## src/rtl/tl_pkg.sv

```systemverilog
// Shared TileLink-UL opcode constants used by every TL slave and the switch.
package tl_pkg;

   // A-channel request opcodes
   localparam logic [2:0] PUT_FULL        = 3'd0;
   localparam logic [2:0] PUT_PARTIAL     = 3'd1;
   localparam logic [2:0] GET             = 3'd4;

   // D-channel response opcodes
   localparam logic [2:0] ACCESS_ACK      = 3'd0;
   localparam logic [2:0] ACCESS_ACK_DATA = 3'd1;

endpackage

```

## src/rtl/uart_pkg.sv

```systemverilog
// Register map, STATUS layout and serializer state encodings for the UART blocks.
package uart_pkg;

   // Word offsets decoded from address bits [3:2]
   localparam logic [1:0] REG_TXDATA = 2'd0;
   localparam logic [1:0] REG_STATUS = 2'd1;

   // STATUS register bit positions
   localparam int STATUS_FULL_BIT    = 0;
   localparam int STATUS_IDLE_BIT    = 1;
   localparam int STATUS_COUNT_LSB   = 8;
   localparam int STATUS_COUNT_WIDTH = 8;

   // Serializer states, kept as plain constants so older tools can read them
   localparam logic [1:0] TX_IDLE  = 2'd0;
   localparam logic [1:0] TX_START = 2'd1;
   localparam logic [1:0] TX_DATA  = 2'd2;
   localparam logic [1:0] TX_STOP  = 2'd3;

endpackage

```

## src/rtl/sync_fifo.sv

```systemverilog
// Single-clock FIFO with an occupancy count. The read data is combinational from
// the head entry, so a pop consumes the value presented on dout in that cycle.
module sync_fifo #(
   parameter int WIDTH = 8,
   parameter int DEPTH = 16
) (
   input  logic                       clk,
   input  logic                       reset,
   input  logic                       push,
   input  logic                       pop,
   input  logic [WIDTH-1:0]           din,
   output logic [WIDTH-1:0]           dout,
   output logic                       full,
   output logic                       empty,
   output logic [$clog2(DEPTH+1)-1:0] count
);

   localparam int PW = $clog2(DEPTH);
   localparam int CW = $clog2(DEPTH+1);

   logic [WIDTH-1:0] mem_q [DEPTH];
   logic [PW-1:0]    wrPtr_q;
   logic [PW-1:0]    rdPtr_q;
   logic [CW-1:0]    count_q;
   logic             doPush;
   logic             doPop;

   // Requests against a full or empty FIFO are ignored rather than corrupting state
   assign doPush = push && !full;
   assign doPop  = pop && !empty;

   // Pointers wrap naturally because DEPTH is a power of two; count tracks occupancy
   always_ff @(posedge clk) begin
      if (reset) begin
         wrPtr_q <= '0;
         rdPtr_q <= '0;
         count_q <= '0;
      end else begin
         if (doPush) wrPtr_q <= wrPtr_q + 1'b1;
         if (doPop)  rdPtr_q <= rdPtr_q + 1'b1;
         case ({doPush, doPop})
            2'b10:   count_q <= count_q + 1'b1;
            2'b01:   count_q <= count_q - 1'b1;
            default: count_q <= count_q;
         endcase
      end
   end

   // Storage needs no reset: a cleared count makes stale entries unreachable
   always_ff @(posedge clk) begin
      if (doPush) mem_q[wrPtr_q] <= din;
   end

   assign dout  = mem_q[rdPtr_q];
   assign full  = (count_q == CW'(DEPTH));
   assign empty = (count_q == '0);
   assign count = count_q;

endmodule

```

## src/rtl/tl_uart_tx.sv

```systemverilog
// TileLink-UL console slave: stores to TXDATA queue bytes, a serializer drains
// them as 8N1 frames, and loads of STATUS let firmware poll the queue.
module tl_uart_tx
   import tl_pkg::*;
   import uart_pkg::*;
#(
   parameter int XLEN       = 32,
   parameter int SID_WIDTH  = 2,
   parameter int FIFO_DEPTH = 16,
   parameter int CLK_DIV    = 868
) (
   input  logic                 clk,
   input  logic                 reset,
   input  logic                 tl_a_valid,
   output logic                 tl_a_ready,
   input  logic [2:0]           tl_a_opcode,
   input  logic [2:0]           tl_a_param,
   input  logic [2:0]           tl_a_size,
   input  logic [SID_WIDTH-1:0] tl_a_source,
   input  logic [XLEN-1:0]      tl_a_address,
   input  logic [XLEN/8-1:0]    tl_a_mask,
   input  logic [XLEN-1:0]      tl_a_data,
   output logic                 tl_d_valid,
   input  logic                 tl_d_ready,
   output logic [2:0]           tl_d_opcode,
   output logic [1:0]           tl_d_param,
   output logic [2:0]           tl_d_size,
   output logic [SID_WIDTH-1:0] tl_d_source,
   output logic [XLEN-1:0]      tl_d_data,
   output logic                 tl_d_corrupt,
   output logic                 tl_d_denied,
   output logic                 uart_tx
);

   localparam int CW = $clog2(FIFO_DEPTH+1);
   localparam int DW = $clog2(CLK_DIV);
   localparam logic [DW-1:0] DIV_LAST = DW'(CLK_DIV-1);

   // FIFO interface
   logic           fifoPush;
   logic           fifoPop;
   logic [7:0]     fifoDout;
   logic           fifoFull;
   logic           fifoEmpty;
   logic [CW-1:0]  fifoCount;

   // Request decode
   logic           aReady;
   logic           aAccept;
   logic           isPut;
   logic           isGet;
   logic [1:0]     regOffset;
   logic           txIdle;
   logic [XLEN-1:0] statusWord;
   logic           unusedBits;

   // Response register
   logic                 dValid_q,  dValid_d;
   logic [2:0]           dOpcode_q, dOpcode_d;
   logic [2:0]           dSize_q,   dSize_d;
   logic [SID_WIDTH-1:0] dSource_q, dSource_d;
   logic [XLEN-1:0]      dData_q,   dData_d;
   logic                 dDenied_q, dDenied_d;

   // Serializer
   logic [1:0]     txState_q, txState_d;
   logic [DW-1:0]  divCnt_q,  divCnt_d;
   logic [2:0]     bitIdx_q,  bitIdx_d;
   logic [7:0]     txByte_q,  txByte_d;
   logic           uartTx_q,  uartTx_d;

   sync_fifo #(
      .WIDTH (8),
      .DEPTH (FIFO_DEPTH)
   ) txFifo (
      .clk   (clk),
      .reset (reset),
      .push  (fifoPush),
      .pop   (fifoPop),
      .din   (tl_a_data[7:0]),
      .dout  (fifoDout),
      .full  (fifoFull),
      .empty (fifoEmpty),
      .count (fifoCount)
   );

   // Only one request in flight; a full queue stalls every access, reads included
   assign aReady    = !dValid_q && !fifoFull;
   assign aAccept   = tl_a_valid && aReady;
   assign isPut     = (tl_a_opcode == PUT_FULL) || (tl_a_opcode == PUT_PARTIAL);
   assign isGet     = (tl_a_opcode == GET);
   assign regOffset = tl_a_address[3:2];
   assign txIdle    = fifoEmpty && (txState_q == TX_IDLE);

   // Only offset, byte 0 of data and mask[0] carry meaning for this slave
   assign unusedBits = ^{tl_a_param, tl_a_address[XLEN-1:4], tl_a_address[1:0],
                         tl_a_mask[XLEN/8-1:1], tl_a_data[XLEN-1:8]};

   // Assemble the STATUS word from live FIFO and serializer state
   always_comb begin
      statusWord = '0;
      statusWord[STATUS_FULL_BIT] = fifoFull;
      statusWord[STATUS_IDLE_BIT] = txIdle;
      statusWord[STATUS_COUNT_LSB +: STATUS_COUNT_WIDTH] = STATUS_COUNT_WIDTH'(fifoCount);
   end

   // Decode an accepted beat into a held D response and the optional FIFO push
   always_comb begin
      dValid_d  = dValid_q;
      dOpcode_d = dOpcode_q;
      dSize_d   = dSize_q;
      dSource_d = dSource_q;
      dData_d   = dData_q;
      dDenied_d = dDenied_q;
      fifoPush  = 1'b0;
      if (aAccept) begin
         dValid_d  = 1'b1;
         dSize_d   = tl_a_size;
         dSource_d = tl_a_source;
         dData_d   = '0;
         dDenied_d = 1'b0;
         dOpcode_d = ACCESS_ACK;
         if (isGet) begin
            dOpcode_d = ACCESS_ACK_DATA;
            case (regOffset)
               REG_TXDATA: dData_d   = '0;
               REG_STATUS: dData_d   = statusWord;
               default:    dDenied_d = 1'b1;
            endcase
         end else if (isPut) begin
            case (regOffset)
               REG_TXDATA: fifoPush  = tl_a_mask[0];
               REG_STATUS: dDenied_d = 1'b0;
               default:    dDenied_d = 1'b1;
            endcase
         end else begin
            dDenied_d = 1'b1;
         end
      end else if (dValid_q && tl_d_ready) begin
         dValid_d = 1'b0;
      end
   end

   // Response register; reset drops any pending response
   always_ff @(posedge clk) begin
      if (reset) begin
         dValid_q  <= 1'b0;
         dOpcode_q <= '0;
         dSize_q   <= '0;
         dSource_q <= '0;
         dData_q   <= '0;
         dDenied_q <= 1'b0;
      end else begin
         dValid_q  <= dValid_d;
         dOpcode_q <= dOpcode_d;
         dSize_q   <= dSize_d;
         dSource_q <= dSource_d;
         dData_q   <= dData_d;
         dDenied_q <= dDenied_d;
      end
   end

   // Serializer: each state holds for CLK_DIV clocks; STOP chains straight into START
   always_comb begin
      txState_d = txState_q;
      divCnt_d  = divCnt_q;
      bitIdx_d  = bitIdx_q;
      txByte_d  = txByte_q;
      uartTx_d  = uartTx_q;
      fifoPop   = 1'b0;
      case (txState_q)
         TX_IDLE: begin
            uartTx_d = 1'b1;
            if (!fifoEmpty) begin
               fifoPop   = 1'b1;
               txByte_d  = fifoDout;
               txState_d = TX_START;
               divCnt_d  = DIV_LAST;
               uartTx_d  = 1'b0;
            end
         end
         TX_START: begin
            if (divCnt_q == '0) begin
               txState_d = TX_DATA;
               divCnt_d  = DIV_LAST;
               bitIdx_d  = 3'd0;
               uartTx_d  = txByte_q[0];
            end else begin
               divCnt_d = divCnt_q - 1'b1;
            end
         end
         TX_DATA: begin
            if (divCnt_q == '0) begin
               divCnt_d = DIV_LAST;
               if (bitIdx_q == 3'd7) begin
                  txState_d = TX_STOP;
                  uartTx_d  = 1'b1;
               end else begin
                  bitIdx_d = bitIdx_q + 1'b1;
                  uartTx_d = txByte_q[bitIdx_q + 1'b1];
               end
            end else begin
               divCnt_d = divCnt_q - 1'b1;
            end
         end
         TX_STOP: begin
            if (divCnt_q == '0) begin
               if (!fifoEmpty) begin
                  fifoPop   = 1'b1;
                  txByte_d  = fifoDout;
                  txState_d = TX_START;
                  divCnt_d  = DIV_LAST;
                  uartTx_d  = 1'b0;
               end else begin
                  txState_d = TX_IDLE;
                  uartTx_d  = 1'b1;
               end
            end else begin
               divCnt_d = divCnt_q - 1'b1;
            end
         end
         default: begin
            txState_d = TX_IDLE;
            uartTx_d  = 1'b1;
         end
      endcase
   end

   // Serializer registers; reset aborts any frame and returns the line to idle-high
   always_ff @(posedge clk) begin
      if (reset) begin
         txState_q <= TX_IDLE;
         divCnt_q  <= '0;
         bitIdx_q  <= '0;
         txByte_q  <= '0;
         uartTx_q  <= 1'b1;
      end else begin
         txState_q <= txState_d;
         divCnt_q  <= divCnt_d;
         bitIdx_q  <= bitIdx_d;
         txByte_q  <= txByte_d;
         uartTx_q  <= uartTx_d;
      end
   end

   assign tl_a_ready   = aReady;
   assign tl_d_valid   = dValid_q;
   assign tl_d_opcode  = dOpcode_q;
   assign tl_d_param   = 2'b00;
   assign tl_d_size    = dSize_q;
   assign tl_d_source  = dSource_q;
   assign tl_d_data    = dData_q;
   assign tl_d_corrupt = 1'b0;
   assign tl_d_denied  = dDenied_q;
   assign uart_tx      = uartTx_q;

endmodule
```

## config.mk

```make
export PLATFORM = sky130hd
export DESIGN_NAME = tl_uart_tx
export DESIGN_NICKNAME = d
export VERILOG_FILES = /design/src/rtl/tl_pkg.sv /design/src/rtl/uart_pkg.sv /design/src/rtl/sync_fifo.sv /design/src/rtl/tl_uart_tx.sv
export SDC_FILE = /design/constraint.sdc
export NUM_CORES = 1
export LEC_CHECK = 0
export CAP_MARGIN = 20
export CORE_MARGIN = 2
export CORE_UTILIZATION = 54
export DETAILED_ROUTE_END_ITERATION = 7
export GPL_TIMING_DRIVEN = 0
export PLACE_DENSITY = 0.82
export REMOVE_ABC_BUFFERS = 1
export SLEW_MARGIN = 30
export SYNTH_ARGS = -nofsm -noshare
export SYNTH_HDL_FRONTEND = slang
export SYNTH_HIERARCHICAL = 1
export SYNTH_SLANG_ARGS = --single-unit
```

## constraint.sdc

```tcl
create_clock -name clk -period 5.2 [get_ports clk]
set_clock_uncertainty 0.1 [all_clocks]
set_input_delay 1.04 -clock clk [delete_from_list [all_inputs] [get_ports clk]]
set_output_delay 1.04 -clock clk [all_outputs]
set_load 0.01 [all_outputs]
```

**Yosys cells after proc, flatten, opt, wreduce, memory -nomap -nowiden**

Memory sizes are Yosys's and may differ from the RTL's. A register that Yosys moved wholly into a read port is not among the register bits.
Cells that the tools add are included.

- Muxes and demuxes: 46
- Reduce and logical (&&, ||, !) cells: 25
- $lt $le $gt $ge: 1
- $add $sub $neg: 6
- Equal/unequal tests: 16

Operators with widths:

| cell | count |
|---|---|
| 2-to-1 mux 10 bit | 3 |
| case mux 10 bit (3 select lines) | 1 |
| 2-to-1 mux 13 bit | 2 |
| 2-to-1 mux 1 bit | 21 |
| 2-to-1 mux 8 bit | 2 |
| case mux 8 bit (2 select lines) | 1 |
| != test 2 bit (second input constant) | 6 |
| logical NOT 10 bit | 1 |
| 2-to-1 mux 2 bit | 5 |
| case mux 5 bit (2 select lines) | 1 |
| subtractor 10 x 1 -> 10 bit (second input constant) | 1 |
| 2-to-1 mux 3 bit | 3 |
| adder 4 x 1 -> 4 bit (second input constant) | 2 |
| 2-to-1 mux 4 bit | 2 |
| case mux 2 bit (4 select lines) | 1 |
| nonzero test 2 bit | 4 |
| equality test 2 x 1 -> 1 bit (second input constant) | 3 |
| equality test 2 bit (second input constant) | 3 |
| equality test 3 bit (second input constant) | 2 |
| logical AND 1 bit | 6 |
| case mux 3 bit (2 select lines) | 1 |
| adder 5 x 1 -> 5 bit (second input constant) | 1 |
| equality test 5 bit (second input constant) | 1 |
| logical NOT 5 bit | 1 |
| other kinds (16) | 20 |

- Input port bits: 83
- Memories kept: 1
- Word-level logic and storage cells: 109
- Output and inout port bits: 47
- Memory bits (writable): 128
- Flip-flop bits (word level): 79

Memory list:

| memory | depth | bits a word | read ports | clocked after memory_dff | wr ports | RTL line | source |
|---|---|---|---|---|---|---|---|
| txFifo.mem_q | 16 | 8 | 1 | 1 | 1 | sync_fifo.sv:21 | `logic [WIDTH-1:0] mem_q [DEPTH];` |

**Logic depth before layout (Yosys ltp)**

- Word-level depth: 8
- Mapped depth: 18
- Depth with buffers taken out: 15

**Modules after synthesis**

Netlist, hierarchy kept.

By module, submodules not included:

| module | times used | seq. area each (um2) | cells each | area an instance (um2) |
|---|---|---|---|---|
| sync_fifo | 1 | 4,184.0 | 330 | 5,891.9 |
| tl_uart_tx | 1 | 780.7 | 267 | 2,342.2 |

**Worst setup path after synthesis**

Ideal clock, no wire load.

- Path type: input to register
- From: in tl_a_address[3]
- To: reg txFifo.count_q[4] (netlist: txFifo/count[4])
- Required time: 4.971 ns
- Library setup time: 0.129 ns
- Path slack: 1.227 ns
- Cell stages on the path: 11
- Data arrival time: 3.744 ns
- Buffers on the path: 1
- Cells stage by stage: or4b_2 > nor3_1 > o21a_4 > inv_1 > ha_1 > clkbuf_1 > xor2_1 > ha_1 > o31ai_1 > o22ai_1 > nand4bb_1

- Cells in the longest elaborated chain, start to end: 8
- Elaborated cells between the ends (all ways): 10
- Classes of those cells: eq/ne: 2; mux: 5; reduce/logical: 3

RTL lines:

| element | RTL line | source |
|---|---|---|
| start: declaration | tl_uart_tx.sv:20 | `input logic [XLEN-1:0] tl_a_address,` |
| logical NOT 2 bit (*) | tl_uart_tx.sv:131 | `case (regOffset)` |
| 2-to-1 mux 1 bit (*) | tl_uart_tx.sv:131 |  |
| 2-to-1 mux 1 bit (*) | tl_uart_tx.sv:130 | `end else if (isPut) begin` |
| 2-to-1 mux 1 bit (*) | tl_uart_tx.sv:123 | `if (isGet) begin` |
| 2-to-1 mux 1 bit (*) | tl_uart_tx.sv:116 | `if (aAccept) begin` |
| named net fifoPush | tl_uart_tx.sv:40 | `logic fifoPush;` |
| logical AND 1 bit (*) | sync_fifo.sv:29 | `assign doPush = push && !full;` |
| equality test 2 x 1 -> 1 bit or equality test 2 bit (tied branches) | sync_fifo.sv:41 | `case ({doPush, doPop})` |
| case mux 5 bit (2 select lines) or nonzero test 2 bit (tied branches) | -- |  |
| end signal: assignment | sync_fifo.sv:42 | `2'b10: count_q <= count_q + 1'b1;` |
| end signal: assignment | sync_fifo.sv:43 | `2'b01: count_q <= count_q - 1'b1;` |
| end signal: assignment | sync_fifo.sv:44 | `default: count_q <= count_q;` |
| end: declaration | sync_fifo.sv:24 | `logic [CW-1:0] count_q;` |

The timed path passes the listed nets; every way through them passes the cells marked *.
A chain may end at the register's enable or synchronous reset.

**Worst setup path in the final report**

Same ends and word-level chain as after synthesis.

==> impl.org <==
** Die
- Number of placement rows :: 45
- Core area :: about 0.015 sq mm
- The die is between 100 and 150 um wide.
- Count of boundary I/O pins :: 130
- The die covers 0.0163 sq mm.
- Die span in y :: 127 um
- Initial Utilization :: roughly 55%

** Final layout
- The layout has between 1000 and 1500 filler cells.
- Layout-stage area growth over the synthesis result :: 12.3%
- Fraction of final layout cells with drive strength greater than 1 :: ~15%
- Antenna cell count :: 0
- The net count of the finished layout is between 700 and 800.
- Final design area excluding fillers :: a little over 0.009 sq mm
- The finished layout holds around 800 standard cells, fillers aside.

** Timing
- Setup repair after global routing left no endpoint under its margin.
- Of the available clock period, the critical path in the final layout requires between 80% and 90%.
- For the pin with the worst max-slew slack, the measured transition is 0.939 ns.
- For the finished layout, the period the worst path requires is roughly 4.4 ns.
- Worst slew margin relative to its limit :: a little under two fifths
- Hold slack final :: 0.354 ns
- After routing, the total negative slack on setup checks comes to 0 ns.
- Count of final setup violators :: 0
- Hold Violations, Final :: 0
- Number of pins exceeding their max-slew limit in the final report :: 0
- Max Clock Freq :: 0.227 GHz

** Setup path
- Setup crit end kind :: flip-flop
- Of all nets on the critical path, the largest fanout is 12.
- Worst setup startpoint :: tl_a_address[3]
- In this run the worst setup path terminates at txFifo/count[4].
- Most common cell on crit path :: sky130_fd_sc_hd__ha_1
- The endpoint identified for the worst register-to-register timing path is txFifo/count[4].
- Register-to-register setup slack :: 1.00 ns
- Required @ worst endpoint :: 5.40 ns
- Critical Setup Path Class :: in -> reg
- For this run, the slowest stage of the critical path takes about 0.67 ns.
- Worst setup SP type :: input pin
- In this run the critical register-to-register path is launched from divCnt_q[0].
- At the worst endpoint, the arrival time is 4.61 ns.
- Crit-path slowest cell :: sky130_fd_sc_hd__or4b_2
- Walking the worst path, the cells encountered are clkdlybuf4s50_1 -> or4b_2 -> nor3_1 -> o21a_4 -> inv_1 -> ha_1 -> xor2_1 -> ha_1 -> o31ai_1 -> o22ai_1 -> nand4bb_1.
- The worst register-to-register path has a depth of 15.

** Synth
- Post-synth EDFFs :: ~130
- Leading area contributor after synthesis :: sky130_fd_sc_hd__edfxtp_1
- Register bit total from synthesis :: about 180
- In the post-synthesis netlist, the biggest area contributors are sky130_fd_sc_hd__edfxtp_1, sky130_fd_sc_hd__dfxtp_1, sky130_fd_sc_hd__mux4_2.
- The Yosys step of the flow raised 6 warnings.
- Dividing the synthesized area by the synthesized cell count gives roughly 14 sq um.
- Counting flops with an async set or reset pin after synthesis yields a share of 0%.
- Share of the synthesized area in the top cell type :: 46.7%
- Top flip-flop cell by instance count after synthesis :: sky130_fd_sc_hd__edfxtp_1
- The netlist uses 81 different library cells.
- Mapped Cells :: 597
- Netlist area before placement :: about 0.0082 sq mm
- Share of synthesized area occupied by flip-flops and latches :: between 60 and 70%

** Global routing
- Number of antenna violations at the first check in global routing :: 0
- Largest net degree at the start of global routing :: 69
- For this run, the total global-route usage over all layers was measured as 19.9%.
- Total grt overflow :: 0
- Wire length of the first global-routing pass :: ~25000 um
- The number of global-route vias before repair was 4868.

** Clocking
- The clock passes through at most 2 buffers.
- Clock latency on the worst-skew pair, taken at its later pin, is 0.43 ns.
- Level count of the clock H-tree :: 4
- The cell sitting at the root of the clock tree is a sky130_fd_sc_hd__clkbuf_16.
- After clock tree synthesis, the clock-pin slew on the worst setup and hold paths is around 0.070 ns.
- CTS saw between 150 and 200 sinks.
- Inserted Clock Buffers :: 17
- TritonCTS built the clock tree.
- Number of hold buffers added after cts :: 0
- After clock tree synthesis, the repair step resized 0 gates.
- Buffers added to address setup during post-CTS repair amount to 0.

** Detailed routing
- For this run, design rule violations remaining after detail routing come to 0.
- Routed via count divided by cell count :: between 6 and 7
- The routed layout has roughly 5000 vias.
- The first TritonRoute pass finished after 5 iterations.
- In the final routed layout, each cell accounts on average for about 19 um.
- In this run the remaining antenna-violating nets after routing total 0.
- Initial DRC count :: around 550
- Total wirelength of the detailed-routed design :: approximately 16000 um

** Place
- Once placement completed, the tool counted placed cells totaling between 700 and 800.
- Input/output buffers :: 39
- HPWL after detailed placement :: around 10000 um
- Weighted congestion reported at the end of routability-driven placement :: around 0.81
- Once placement finished, the instance area stood at ~0.0086 sq mm.

** Pwr
- Total Power Consumption :: between 0.003 and 0.004 W
- Worst voltage drop across the vdd grid :: approximately 0.00027 V
- The analysis attributes to cell leakage a power of 3.18 nW.
- For this design the ratio of total power to cell area is about 340 mW/mm^2.

** Min path
- Hold WC Path Type :: reg -> reg

** Status
- The flow ran to the end, and the final reports show no timing, DRC or antenna violations.

** Run
- Across the run, the number of max-cap violations was 0.
registers in the layout, summed over array words and instances (netlist names), named ones only:
name            flops
txByte_q            8
uart_tx             1
txState_q           2
tl_d_valid          1
tl_d_opcode         1
txFifo/wrPtr_q      4
tl_d_denied         1
bitIdx_q            3
tl_d_size           3
txFifo/count        5
txFifo/rdPtr_q      4
txFifo/mem_q      128
tl_d_source         2
tl_d_data           7
divCnt_q           10
cells by family after synthesis:
| kind of cell | share of synthesized area, % |
|---|---|
| and+or+nand+nor | 10.7 |
| other | 0.0455 |
| xor gates and xnor gates | 0.851 |
| muxes | 10.9 |
| adders and majority gates | 2.58 |
| DFF | 60.3 |
| AOI/OAI and AO/OA | 9.36 |
| buffers and inverters | 5.24 |
synthesized netlist by cell type (all sizes together), types with 3 or more instances:
library cell,instances
edfxtp,128
dfxtp,56
nor2,45
buf,44
nand2,35
mux4,34
a22oi,21
clkbuf,21
nand2b,21
ha,17
nor3,17
a21oi,14
mux2i,12
inv,11
o21ai,10
nor2b,7
a21o,6
nor3b,6
xor2,6
a31oi,5
and2,5
nand4,5
a211oi,4
nand3,4
o211ai,4
o21a,4
a211o,3
and3,3
nor4,3
o2111ai,3
cells in the final DEF, fill, tap and decap left out, drive strengths merged, types with 5 or more instances in the layout:
cell,Yosys,routed
edfxtp,128,128
dfxtp,56,56
nor2,45,45
clkdlybuf4s50,0,38
nand2,35,35
mux4,34,34
conb,1,30
nand2b,21,21
a22oi,21,21
inv,11,19
ha,17,17
clkbuf,21,17
nor3,17,17
a21oi,14,14
mux2i,12,12
o21ai,10,10
nor2b,7,7
xor2,6,6
nor3b,6,6
a21o,6,6
a31oi,5,5
nand4,5,5
and2,5,5
metal layers:
layer	track usage [%]	wire (um)	part of all wire (%)	up-vias
met3	4.73	884	5.7	17
li1	-	-	-	2252
met2	33.7	7910	51	201
met1	26.0	6640	43	2477
met4	5.75	167	1.1	0
met5	0	0	0	-
power by group:
| part | switching, W | internal, W |
|---|---|---|
| Combinational | 0.000148 | 0.0000907 |
| Clock | 0.000588 | 0.000730 |
| Sequential | 0.0000113 | 0.00157 |
area by class of cell:
class / count / area, sq um / share of cell area, %
clock buffers: 17 / 425 / 4.60
inverters: 12 / 45.0 / 0.487
repair buffers: 41 / 428 / 4.63
clock inverters: 15 / 180 / 1.95
flip-flops and latches: 184 / 4970 / 53.7
well taps: 188 / 235 / 2.54
multi-input cells: 365 / 2970 / 32.1
how the worst min path moves through the flow:
stage	from	end	cells past startpoint
6_report	tl_d_source[0]	tl_d_source[0]	2
5_1_grt	tl_d_size[1]	tl_d_size[1]	2
4_1_cts	tl_d_source[0]	tl_d_source[0]	2
3_5_place_dp	tl_d_size[2]	tl_d_size[2]	2
3_3_place_gp	tl_d_size[2]	tl_d_size[2]	2
2_1_floorplan	bitIdx_q[1]	bitIdx_q[1]	2
metrics by stage:
stage               setup slack [ns]  util, %
floorplan                       1.31        -
global route                   0.589     61.5
global placement               0.405     57.1
detailed placement             0.349     57.5
finish                         0.792     61.5
CTS                            0.819     61.5
worst max-delay path: cells and delay by family:
kind	cells	cell delay [ns]
compound gates	3	0.76
fa+ha+maj	2	0.59
simple gates	3	1.52
xor+xnor	1	0.20
buf+inv	2	0.48
No activity file was read; power rests on OpenSTA's default activity.
